### src/rtl/mips_pkg.sv
// Shared encodings for the multi-cycle MIPS control path: opcodes, functs, ALU ops, FSM states, mux selects.
// Pure declarations; no logic, no latency.
package mips_pkg;

    typedef enum logic [5:0] {
        OP_RTYPE = 6'h00, OP_J     = 6'h02, OP_BEQ  = 6'h04, OP_BNE  = 6'h05,
        OP_ADDI  = 6'h08, OP_ADDIU = 6'h09, OP_SLTI = 6'h0A, OP_SLTIU = 6'h0B,
        OP_ANDI  = 6'h0C, OP_ORI   = 6'h0D, OP_XORI = 6'h0E, OP_LUI  = 6'h0F,
        OP_LW    = 6'h23, OP_SW    = 6'h2B
    } opcode_t;

    typedef enum logic [5:0] {
        F_SLL  = 6'h00, F_SRL  = 6'h02, F_SRA  = 6'h03, F_SLLV = 6'h04,
        F_SRLV = 6'h06, F_SRAV = 6'h07, F_ADD  = 6'h20, F_ADDU = 6'h21,
        F_SUB  = 6'h22, F_SUBU = 6'h23, F_AND  = 6'h24, F_OR   = 6'h25,
        F_XOR  = 6'h26, F_NOR  = 6'h27, F_SLT  = 6'h2A, F_SLTU = 6'h2B
    } funct_t;

    typedef enum logic [3:0] {
        ALU_ADD  = 4'd0, ALU_SUB = 4'd1, ALU_AND = 4'd2, ALU_OR  = 4'd3,
        ALU_XOR  = 4'd4, ALU_NOR = 4'd5, ALU_SLT = 4'd6, ALU_SLTU = 4'd7,
        ALU_SLL  = 4'd8, ALU_SRL = 4'd9, ALU_SRA = 4'd10, ALU_LUI = 4'd11
    } alu_ctrl_t;

    typedef enum logic [3:0] {
        S_FETCH    = 4'd0, S_DECODE = 4'd1, S_MEM_ADDR = 4'd2, S_MEM_RD = 4'd3,
        S_MEM_WB   = 4'd4, S_MEM_WR = 4'd5, S_R_EXEC   = 4'd6, S_ALU_WB = 4'd7,
        S_I_EXEC   = 4'd8, S_I_WB   = 4'd9, S_BRANCH   = 4'd10, S_JUMP  = 4'd11
    } ctrl_state_t;

    localparam logic [1:0] SRC_A_PC     = 2'b00;
    localparam logic [1:0] SRC_A_RS     = 2'b01;
    localparam logic [1:0] SRC_A_SHAMT  = 2'b10;
    localparam logic [1:0] SRC_B_RT     = 2'b00;
    localparam logic [1:0] SRC_B_FOUR   = 2'b01;
    localparam logic [1:0] SRC_B_IMM    = 2'b10;
    localparam logic [1:0] SRC_B_BR_OFS = 2'b11;
    localparam logic [1:0] PC_SRC_ALU    = 2'b00;
    localparam logic [1:0] PC_SRC_ALUOUT = 2'b01;
    localparam logic [1:0] PC_SRC_JUMP   = 2'b10;

endpackage

### src/rtl/alu_decoder.sv
// Combinational opcode/funct decode: ALU operation, shift-by-shamt flag, zero-extend flag, legality.
// Zero latency; no flow control.
module alu_decoder
    import mips_pkg::*;
(
    input  logic [5:0] opcode,
    input  logic [5:0] funct,
    input  logic       in_r_exec,
    output alu_ctrl_t  alu_ctrl,
    output logic       shift_imm,
    output logic       imm_zext,
    output logic       legal
);

    alu_ctrl_t r_op;
    alu_ctrl_t i_op;
    logic      r_legal;

    always_comb begin
        r_op      = ALU_ADD;
        r_legal   = 1'b1;
        shift_imm = 1'b0;
        case (funct)
            F_ADD, F_ADDU: r_op = ALU_ADD;
            F_SUB, F_SUBU: r_op = ALU_SUB;
            F_AND:         r_op = ALU_AND;
            F_OR:          r_op = ALU_OR;
            F_XOR:         r_op = ALU_XOR;
            F_NOR:         r_op = ALU_NOR;
            F_SLT:         r_op = ALU_SLT;
            F_SLTU:        r_op = ALU_SLTU;
            F_SLL:         begin r_op = ALU_SLL; shift_imm = 1'b1; end
            F_SRL:         begin r_op = ALU_SRL; shift_imm = 1'b1; end
            F_SRA:         begin r_op = ALU_SRA; shift_imm = 1'b1; end
            F_SLLV:        r_op = ALU_SLL;
            F_SRLV:        r_op = ALU_SRL;
            F_SRAV:        r_op = ALU_SRA;
            default:       r_legal = 1'b0;
        endcase
    end

    always_comb begin
        i_op     = ALU_ADD;
        imm_zext = 1'b0;
        legal    = 1'b1;
        case (opcode)
            OP_RTYPE:                    legal = r_legal;
            OP_J, OP_BEQ, OP_BNE,
            OP_LW, OP_SW,
            OP_ADDI, OP_ADDIU:           i_op = ALU_ADD;
            OP_SLTI:                     i_op = ALU_SLT;
            OP_SLTIU:                    i_op = ALU_SLTU;
            OP_ANDI:                     begin i_op = ALU_AND; imm_zext = 1'b1; end
            OP_ORI:                      begin i_op = ALU_OR;  imm_zext = 1'b1; end
            OP_XORI:                     begin i_op = ALU_XOR; imm_zext = 1'b1; end
            OP_LUI:                      i_op = ALU_LUI;
            default:                     legal = 1'b0;
        endcase
    end

    assign alu_ctrl = in_r_exec ? r_op : i_op;

endmodule

### src/rtl/mc_main_ctrl.sv
// Multi-cycle MIPS main control FSM: lw 5, sw 4, R/I 4, branch/jump 3 cycles, plus one per memory stall.
// Memory states hold their request until mem_ready; mem_timeout flags a long stall without aborting.
module mc_main_ctrl
    import mips_pkg::*;
#(
    parameter ctrl_state_t RESET_STATE = S_FETCH,
    parameter int unsigned WAIT_LIMIT  = 16
) (
    input  logic       clk,
    input  logic       reset,
    input  logic [5:0] opcode,
    input  logic [5:0] funct,
    input  logic       alu_zero,
    input  logic       mem_ready,
    output logic       pc_en,
    output logic       i_or_d,
    output logic       mem_read,
    output logic       mem_write,
    output logic       ir_write,
    output logic       reg_write,
    output logic       reg_dst,
    output logic       mem_to_reg,
    output logic [1:0] alu_src_a,
    output logic [1:0] alu_src_b,
    output logic       imm_zext,
    output logic [1:0] pc_src,
    output logic [3:0] alu_ctrl,
    output logic       illegal_instr,
    output logic       mem_timeout,
    output logic [3:0] state_debug
);

    localparam int CW = (WAIT_LIMIT < 2) ? 1 : $clog2(WAIT_LIMIT + 1);
    localparam logic [CW-1:0] LIMIT = CW'(WAIT_LIMIT);

    ctrl_state_t   state_q, state_d;
    logic [CW-1:0] wait_cnt_q, wait_cnt_d;
    alu_ctrl_t     dec_alu_ctrl;
    logic          dec_shift_imm, dec_imm_zext, dec_legal;
    logic          in_r_exec, mem_wait;

    assign in_r_exec = (state_q == S_R_EXEC);
    assign mem_wait  = (state_q inside {S_FETCH, S_MEM_RD, S_MEM_WR}) && !mem_ready;

    alu_decoder u_alu_decoder (
        .opcode    (opcode),
        .funct     (funct),
        .in_r_exec (in_r_exec),
        .alu_ctrl  (dec_alu_ctrl),
        .shift_imm (dec_shift_imm),
        .imm_zext  (dec_imm_zext),
        .legal     (dec_legal)
    );

    always_ff @(posedge clk or posedge reset) begin
        if (reset) begin
            state_q    <= RESET_STATE;
            wait_cnt_q <= '0;
        end else begin
            state_q    <= state_d;
            wait_cnt_q <= wait_cnt_d;
        end
    end

    always_comb begin
        state_d       = state_q;
        wait_cnt_d    = '0;
        pc_en         = 1'b0;
        i_or_d        = 1'b0;
        mem_read      = 1'b0;
        mem_write     = 1'b0;
        ir_write      = 1'b0;
        reg_write     = 1'b0;
        reg_dst       = 1'b0;
        mem_to_reg    = 1'b0;
        alu_src_a     = SRC_A_PC;
        alu_src_b     = SRC_B_RT;
        imm_zext      = 1'b0;
        pc_src        = PC_SRC_ALU;
        alu_ctrl      = ALU_ADD;
        illegal_instr = 1'b0;
        mem_timeout   = 1'b0;
        state_debug   = state_q;

        case (state_q)
            S_FETCH: begin
                mem_read  = 1'b1;
                alu_src_b = SRC_B_FOUR;
                pc_en     = mem_ready;
                ir_write  = mem_ready;
                if (mem_ready) state_d = S_DECODE;
            end
            S_DECODE: begin
                // Speculative branch target lands in ALUOut for S_BRANCH
                alu_src_b = SRC_B_BR_OFS;
                if (!dec_legal) begin
                    illegal_instr = 1'b1;
                    state_d       = S_FETCH;
                end else begin
                    case (opcode)
                        OP_LW, OP_SW:  state_d = S_MEM_ADDR;
                        OP_RTYPE:      state_d = S_R_EXEC;
                        OP_BEQ, OP_BNE: state_d = S_BRANCH;
                        OP_J:          state_d = S_JUMP;
                        default:       state_d = S_I_EXEC;
                    endcase
                end
            end
            S_MEM_ADDR: begin
                alu_src_a = SRC_A_RS;
                alu_src_b = SRC_B_IMM;
                state_d   = (opcode == OP_SW) ? S_MEM_WR : S_MEM_RD;
            end
            S_MEM_RD: begin
                mem_read = 1'b1;
                i_or_d   = 1'b1;
                if (mem_ready) state_d = S_MEM_WB;
            end
            S_MEM_WB: begin
                reg_write  = 1'b1;
                mem_to_reg = 1'b1;
                state_d    = S_FETCH;
            end
            S_MEM_WR: begin
                mem_write = 1'b1;
                i_or_d    = 1'b1;
                if (mem_ready) state_d = S_FETCH;
            end
            S_R_EXEC: begin
                alu_src_a = dec_shift_imm ? SRC_A_SHAMT : SRC_A_RS;
                alu_ctrl  = dec_alu_ctrl;
                state_d   = S_ALU_WB;
            end
            S_ALU_WB: begin
                reg_write = 1'b1;
                reg_dst   = 1'b1;
                state_d   = S_FETCH;
            end
            S_I_EXEC: begin
                alu_src_a = SRC_A_RS;
                alu_src_b = SRC_B_IMM;
                imm_zext  = dec_imm_zext;
                alu_ctrl  = dec_alu_ctrl;
                state_d   = S_I_WB;
            end
            S_I_WB: begin
                reg_write = 1'b1;
                state_d   = S_FETCH;
            end
            S_BRANCH: begin
                alu_src_a = SRC_A_RS;
                alu_ctrl  = ALU_SUB;
                pc_src    = PC_SRC_ALUOUT;
                pc_en     = (opcode == OP_BNE) ? !alu_zero : alu_zero;
                state_d   = S_FETCH;
            end
            S_JUMP: begin
                pc_src  = PC_SRC_JUMP;
                pc_en   = 1'b1;
                state_d = S_FETCH;
            end
            default: state_d = S_FETCH;
        endcase

        if (WAIT_LIMIT != 0 && mem_wait) begin
            if (wait_cnt_q != LIMIT) begin
                wait_cnt_d  = wait_cnt_q + CW'(1);
                mem_timeout = (wait_cnt_d == LIMIT);
            end else begin
                wait_cnt_d = wait_cnt_q;
            end
        end

        // Strobes must vanish the instant reset rises, not at the next edge
        if (reset) begin
            pc_en         = 1'b0;
            i_or_d        = 1'b0;
            mem_read      = 1'b0;
            mem_write     = 1'b0;
            ir_write      = 1'b0;
            reg_write     = 1'b0;
            reg_dst       = 1'b0;
            mem_to_reg    = 1'b0;
            alu_src_a     = SRC_A_PC;
            alu_src_b     = SRC_B_RT;
            imm_zext      = 1'b0;
            pc_src        = PC_SRC_ALU;
            alu_ctrl      = ALU_ADD;
            illegal_instr = 1'b0;
            mem_timeout   = 1'b0;
            state_debug   = S_FETCH;
        end
    end

endmodule

### config.mk
export PLATFORM = sky130hd
export DESIGN_NAME = mc_main_ctrl
export DESIGN_NICKNAME = d
export VERILOG_FILES = /design/src/rtl/mips_pkg.sv /design/src/rtl/alu_decoder.sv /design/src/rtl/mc_main_ctrl.sv
export SDC_FILE = /design/constraint.sdc
export NUM_CORES = 1
export LEC_CHECK = 0
export CELL_PAD_IN_SITES_DETAIL_PLACEMENT = 0
export CELL_PAD_IN_SITES_GLOBAL_PLACEMENT = 1
export CORE_MARGIN = 1.5
export CORE_UTILIZATION = 33
export DETAILED_ROUTE_END_ITERATION = 10
export PLACE_DENSITY_LB_ADDON = 0.1
export SYNTH_ARGS = -nofsm -noshare
export SYNTH_HDL_FRONTEND = slang
export SYNTH_HIERARCHICAL = 1
export SYNTH_SLANG_ARGS = --single-unit
### constraint.sdc
create_clock -name clk -period 2.6 [get_ports clk]
set_clock_uncertainty 0.2 [all_clocks]
set_input_delay 0.52 -clock clk [delete_from_list [all_inputs] [get_ports clk]]
set_output_delay 0.52 -clock clk [all_outputs]
set_load 0.05 [all_outputs]
Yosys cells after proc, flatten, opt, wreduce, memory -nomap -nowiden
Cells that the tools add are included.
{ "totals": {"regBits": 9, "out_inout_bits": 25} }
{ "classes": {"addsub": 1, "eq_ne": 45, "muxes": 51, "n_reduce_logical": 24} }
{ "op_table": {"columns": ["operator", "n"], "rows": [
  ["== test 6 bit (second input constant)", 12],
  ["== test 6 x 4 -> 1 bit (second input constant)", 8],
  ["one-hot mux 4 bit (10 select lines)", 1],
  ["== test 6 x 3 -> 1 bit (second input constant)", 5],
  ["two-way mux 4 bit", 7],
  ["one-hot mux 4 bit (7 select lines)", 1],
  ["two-way mux 1 bit", 27],
  ["one-hot mux 4 bit (6 select lines)", 1],
  ["OR reduction 2 bit", 10],
  ["== test 6 x 2 -> 1 bit (second input constant)", 3],
  ["== test 4 x 3 -> 1 bit (second input constant)", 4],
  ["== test 4 bit (second input constant)", 4],
  ["one-hot mux 4 bit (4 select lines)", 1],
  ["OR reduction 16 bit", 1],
  ["OR reduction 13 bit", 1],
  ["zero test 6 bit", 2],
  ["OR reduction 3 bit", 4],
  ["two-way mux 5 bit", 2],
  ["== test 4 x 2 -> 1 bit (second input constant)", 2],
  ["two-way mux 2 bit", 4],
  ["one-hot mux 2 bit (2 select lines)", 2],
  ["one-hot mux 4 bit (2 select lines)", 1],
  ["!= test 2 bit (second input constant)", 3],
  ["one-hot mux 2 bit (3 select lines)", 1],
  ["other kinds (13)", 14]
]} }

Longest topological paths before layout
Gate-level depths: netlist of the first run.
{ "logic_depth": {"depth_word": 7, "ltp_mapped": 8, "depth_no_buf": 7} }

Cells and area by module
The synthesis of the first run kept the hierarchy.
{ "modules_own_cells": {"columns": ["mod", "instances", "cells_each", "area_per_inst_um2", "seq_area_each_um2"], "rows": [
  ["mc_main_ctrl", 1, 124, 987.2, 225.2],
  ["alu_decoder", 1, 44, 281.5, 0.0]
]} }

Least setup slack after synthesis of the first run
Ideal clock, no wire load.
{ "synth_timing": {"path_type": "flip-flop to output port", "startpoint": "reg state_q[3]", "endpoint": "out alu_ctrl[0]", "t_arrival_ns": 2.802, "required_time_ns": 1.880, "setup_slack_ns": -0.922, "stages_incl_launch_ff": 6, "cell_sequence": "dfrtp_1 buf_2 buf_1 nand2_1 nor4_1 a21o_1"} }
{ "synth_between": {"elab_chain_len": 4, "word_cells_on_any_way": 7, "classes_between": "3 x eq/ne; 3 x mux; 1 x reduce/logical"} }
{ "synth_rtl": {"columns": ["element", "line", "text"], "rows": [
  ["start: declaration", "mc_main_ctrl.sv:36", "ctrl_state_t state_q, state_d;"],
  ["start signal: assignment", "mc_main_ctrl.sv:60", "state_q <= state_d;"],
  ["== test 4 x 3 -> 1 bit or == test 4 bit (tied branches)", "mc_main_ctrl.sv:42, mc_main_ctrl.sv:85", null],
  ["two-way mux 4 bit or OR reduction 2 bit (tied branches)", null, null],
  ["one-hot mux 4 bit (2 select lines) *", "mc_main_ctrl.sv:85", "case (state_q)"],
  ["two-way mux 4 bit *", "mc_main_ctrl.sv:175", "if (reset) begin"],
  ["end: declaration", "mc_main_ctrl.sv:27", "output logic [3:0] alu_ctrl,"]
]} }
Mark *: on every way between the ends. The rest lies on a longest branch, timed or not.

Worst setup path after layout of the first run
{ "layout_timing": {"startpoint": "in funct[0]", "endpoint": "out alu_src_a[0]"} }
{ "layout_between": {"elab_chain_len": 6, "word_cells_on_any_way": 8, "classes_between": "2 x eq/ne; 4 x mux; 2 x reduce/logical"} }
{ "layout_rtl": {"columns": ["element", "line", "text"], "rows": [
  ["start: declaration", "mc_main_ctrl.sv:12", "input logic [5:0] funct,"],
  ["== test 6 x 2 -> 1 bit or zero test 6 bit (tied branches)", "alu_decoder.sv:23", "case (funct)"],
  ["OR reduction 3 bit (no source line) *", null, null],
  ["two-way mux 1 bit *", "alu_decoder.sv:23", null],
  ["net dec_shift_imm", "mc_main_ctrl.sv:39", "logic dec_shift_imm, dec_imm_zext, dec_legal;"],
  ["two-way mux 2 bit *", "mc_main_ctrl.sv:130", "alu_src_a = dec_shift_imm ? SRC_A_SHAMT : SRC_A_RS;"],
  ["one-hot mux 2 bit (2 select lines) *", "mc_main_ctrl.sv:85", null],
  ["two-way mux 2 bit *", "mc_main_ctrl.sv:175", null],
  ["end: declaration", "mc_main_ctrl.sv:23", "output logic [1:0] alu_src_a,"]
]} }
The timed path passes the listed nets; every way through them passes the cells marked *.

==> metrics.md, run 1 <==
| Metric | Value |
|---|---|
| Sequential share of the synthesized area | 0.178 |
| Fmax | 0.396 GHz |
| RSZ-0062 raised after global routing | false |
| Worst slew margin | 0.769 |
| First-pass GRT wire length | 7510 um |
| Most frequent cells in the layout | 44 x buf_4, 24 x buf_12, 17 x nor2_1 |
| Vias in the first global route | 1622 |
| Finish-stage setup viols | 0 |
| Overall power | 1.35 mW |
| Fin. Hold Viols | 0 |
| H-tree Lvls | 1 |
| Largest net degree at the start of global routing | 19 |
| Post-synthesis instance total | 168 |
| Post-synth EDFFs | 0 |
| Maxcap violations | 0 |
| Startpoint Class | input port |
| Drt initial violations | 52 |
| Final GP Congestion | 0.858 |
| Worst Setup SP | funct[0] |
| Mapped cell area | 1270 um2 |
| Final cycle utilization of the critical path | 0.972 |
| DP HPWL | 3450 um |
| Nets | 268 |
| Final worst setup slack | 0.0720 ns |
| CP max stage cell | a2111o_1 |
| Final non-filler cell area | 2440 um2 |
| Worst R2R Start | state_q[2] |
| Via count | 1615 |
| Die width | 65.0 um |
| Distinct cells, synth | 57 |
| Seq cells post-synth | 9 |
| Crit path capture type | output port |
| Antenna viol nets, final | 0 |
| TritonCTS buffer count | 3 |
| Critical Path, Cell by Cell | dlygate4sd2_1 -> a2111o_1 -> nor2_2 -> o21ai_1 -> nor4b_2 -> buf_4 |
| Clock Sinks | 9 |
| Layout cell share with drive strength beyond 1 | 0.484 |
| Commonest non-fill, non-tap cell in the layout | buf_4 |
| Area growth from synthesis to layout | 92.4% |
| TritonCTS clock tree | yes |
| Placement Setup Slack | -0.301 ns |
| Routed len/inst | 15.1 um |
| TritonRoute pass-1 iters | 4 |
| Die ar. | 4230 um2 |
| Setup TNS | 0 ns |
| Residual DRC count | 0 |
| GRT Util Overall | 0.223 |
| Reg2reg setup slack | 0.59 ns |
| FP Rows | 22 |
| Storage element area | 228 um2 |
| Worst-Margin Slew | 0.344 ns |
| Clock Tree Buf Depth | 2 |
| Final cell count without fillers | 296 |
| Num ports | 41 |
| Crit path max fanout | 3 |
| Leakage | 1.05 nW |
| CP peak stage delay | 0.45 ns |
| Area of the multi-input gates | 1100 um2 |
| YS warnings | 6 |
| Fillers | 325 |
| Worst reg2reg endpoint | state_q[0] |
| Starting Density | 0.344 |
| Power Dens Cells | 552 nW/um2 |
| Critical Path AT | 1.81 ns |
| Slew Limit Fails | 0 |
| Hold Crit Class | input port to asynchronous set/reset pin |
| Post-layout min period | 2.53 ns |
| Worst endpoint required time | 1.88 ns |
| Mapped Avg Cell Area | 7.55 um2 |
| Worst skew pair latency | 0.23 ns |
| Peak VDD IR | 0.527 mV |
| Core area | 3690 um2 |
| Initial antenna violation count | 0 |
| Die Y | 65.0 um |
| # diodes | 0 |
| Crit path to | alu_src_a[0] |
| IO Port Bufs | 40 |
| Syn nets | 187 |
| Async SR Flop Fraction | 1.00 |
| CTS root buf | clkbuf_8 |
| Worst-path clk slew | 0.05 ns |
| Placed cell area | 2260 um2 |
| Ys flop type | dfrtp_1 |
| Outcome | completed |
| Via-to-Cell Ratio | 5.46 |
| Dpl cells | 288 |
| Drt total wl | 4460 um |
| Hold_buf cts | 0 |
| WS Path Type | input port to output port |
| Gr ovfl total | 0 |
| R2R depth | 5 |
-- state kept, by name, indices dropped and copies added (netlist names) --
signal and flops:
state_q 4, wait_cnt_q 5
-- report_power, final --
part	internal (mW)	total (mW)	switching, mW
clock	0.107	0.160	0.0530
sequential	0.172	0.212	0.0405
combinational	0.457	0.976	0.520
total	0.735	1.35	0.613
-- what timing repair did --
item	4_1_cts	5_1_grt
pin swaps	13	3
resized for setup	44	13
endpoints found under the setup margin	11	5
buffers inserted	3	1
-- how the worst min path moves through the flow --
stage	startpoint	end	slack [ns]	cells after the start
after floorplan	reset	state_q[0]	0.17	1
after global placement	wait_cnt_q[4]	wait_cnt_q[4]	0.39	2
after detailed placement	wait_cnt_q[4]	wait_cnt_q[4]	0.40	2
after CTS	reset	state_q[1]	0.40	4
after global routing	reset	state_q[1]	0.45	4
final	reset	state_q[1]	0.40	4
-- per-stage QoR --
stage	util	hold WS [ns]
global route	0.662	0.453
global placement	0.612	0.386
detailed placement	0.612	0.403
floorplan	-	0.175
CTS	0.654	0.403
finish	0.662	0.402
-- cell families (layout without fill, tap and decap cells) --
| kind of cell | after synthesis | in the layout | share of synthesized area |
|---|---|---|---|
| AOI/OAI and AO/OA | 40 | 40 | 0.244 |
| xor gates and xnor gates | 9 | 9 | 0.0621 |
| adders and majority gates | 3 | 3 | 0.0296 |
| buffers and inverters | 19 | 99 | 0.0730 |
| DFF | 9 | 9 | 0.178 |
| muxes | 4 | 4 | 0.0325 |
| and+or+nand+nor | 84 | 84 | 0.382 |
-- worst max-delay path, delay by kind of cell --
kind | cells | cell delay, ns
and+or+nand+nor | 2 | 0.30
AOI/OAI and AO/OA | 2 | 0.54
buffers and inverters | 2 | 0.44
-- per-layer routing --
| layer | global-route usage | wire, um | up-vias |
|---|---|---|---|
| met2 | 0.399 | 2300 | 42 |
| li1 | - | - | 781 |
| met4 | 0.0638 | 53 | 0 |
| met5 | 0 | 0 | - |
| met1 | 0.279 | 1940 | 786 |
| met3 | 0.0226 | 163 | 6 |
-- cells in the mapped netlist (4+ instances only) --
| cell | count | share of area |
|---|---|---|
| inv_1 | 8 | 0.024 |
| and3_1 | 4 | 0.020 |
| xnor2_1 | 4 | 0.028 |
| dfrtp_1 | 9 | 0.18 |
| clkbuf_1 | 5 | 0.015 |
| nor2b_1 | 8 | 0.039 |
| nand3_1 | 7 | 0.028 |
| nor2_1 | 21 | 0.062 |
| o21ai_0 | 8 | 0.032 |
| nand2_1 | 6 | 0.018 |
| nor3_1 | 11 | 0.043 |
| a21oi_1 | 7 | 0.028 |
| xor2_1 | 5 | 0.035 |
-- cell type report --
type / instances / area share
clock buffers: 4 / 0.0185
inverters: 8 / 0.0123
multi-input cells: 140 / 0.450
flip-flops and latches: 9 / 0.0933
well taps: 48 / 0.0246
repair buffers: 87 / 0.402
No activity file was read; power rests on OpenSTA's default activity.
==> run 2, diff against run 1 <==
GPL_TIMING_DRIVEN = 1   (was default)
==> results of run 2 <==
Final layout, timing and power as in run 1 (identical DEF).
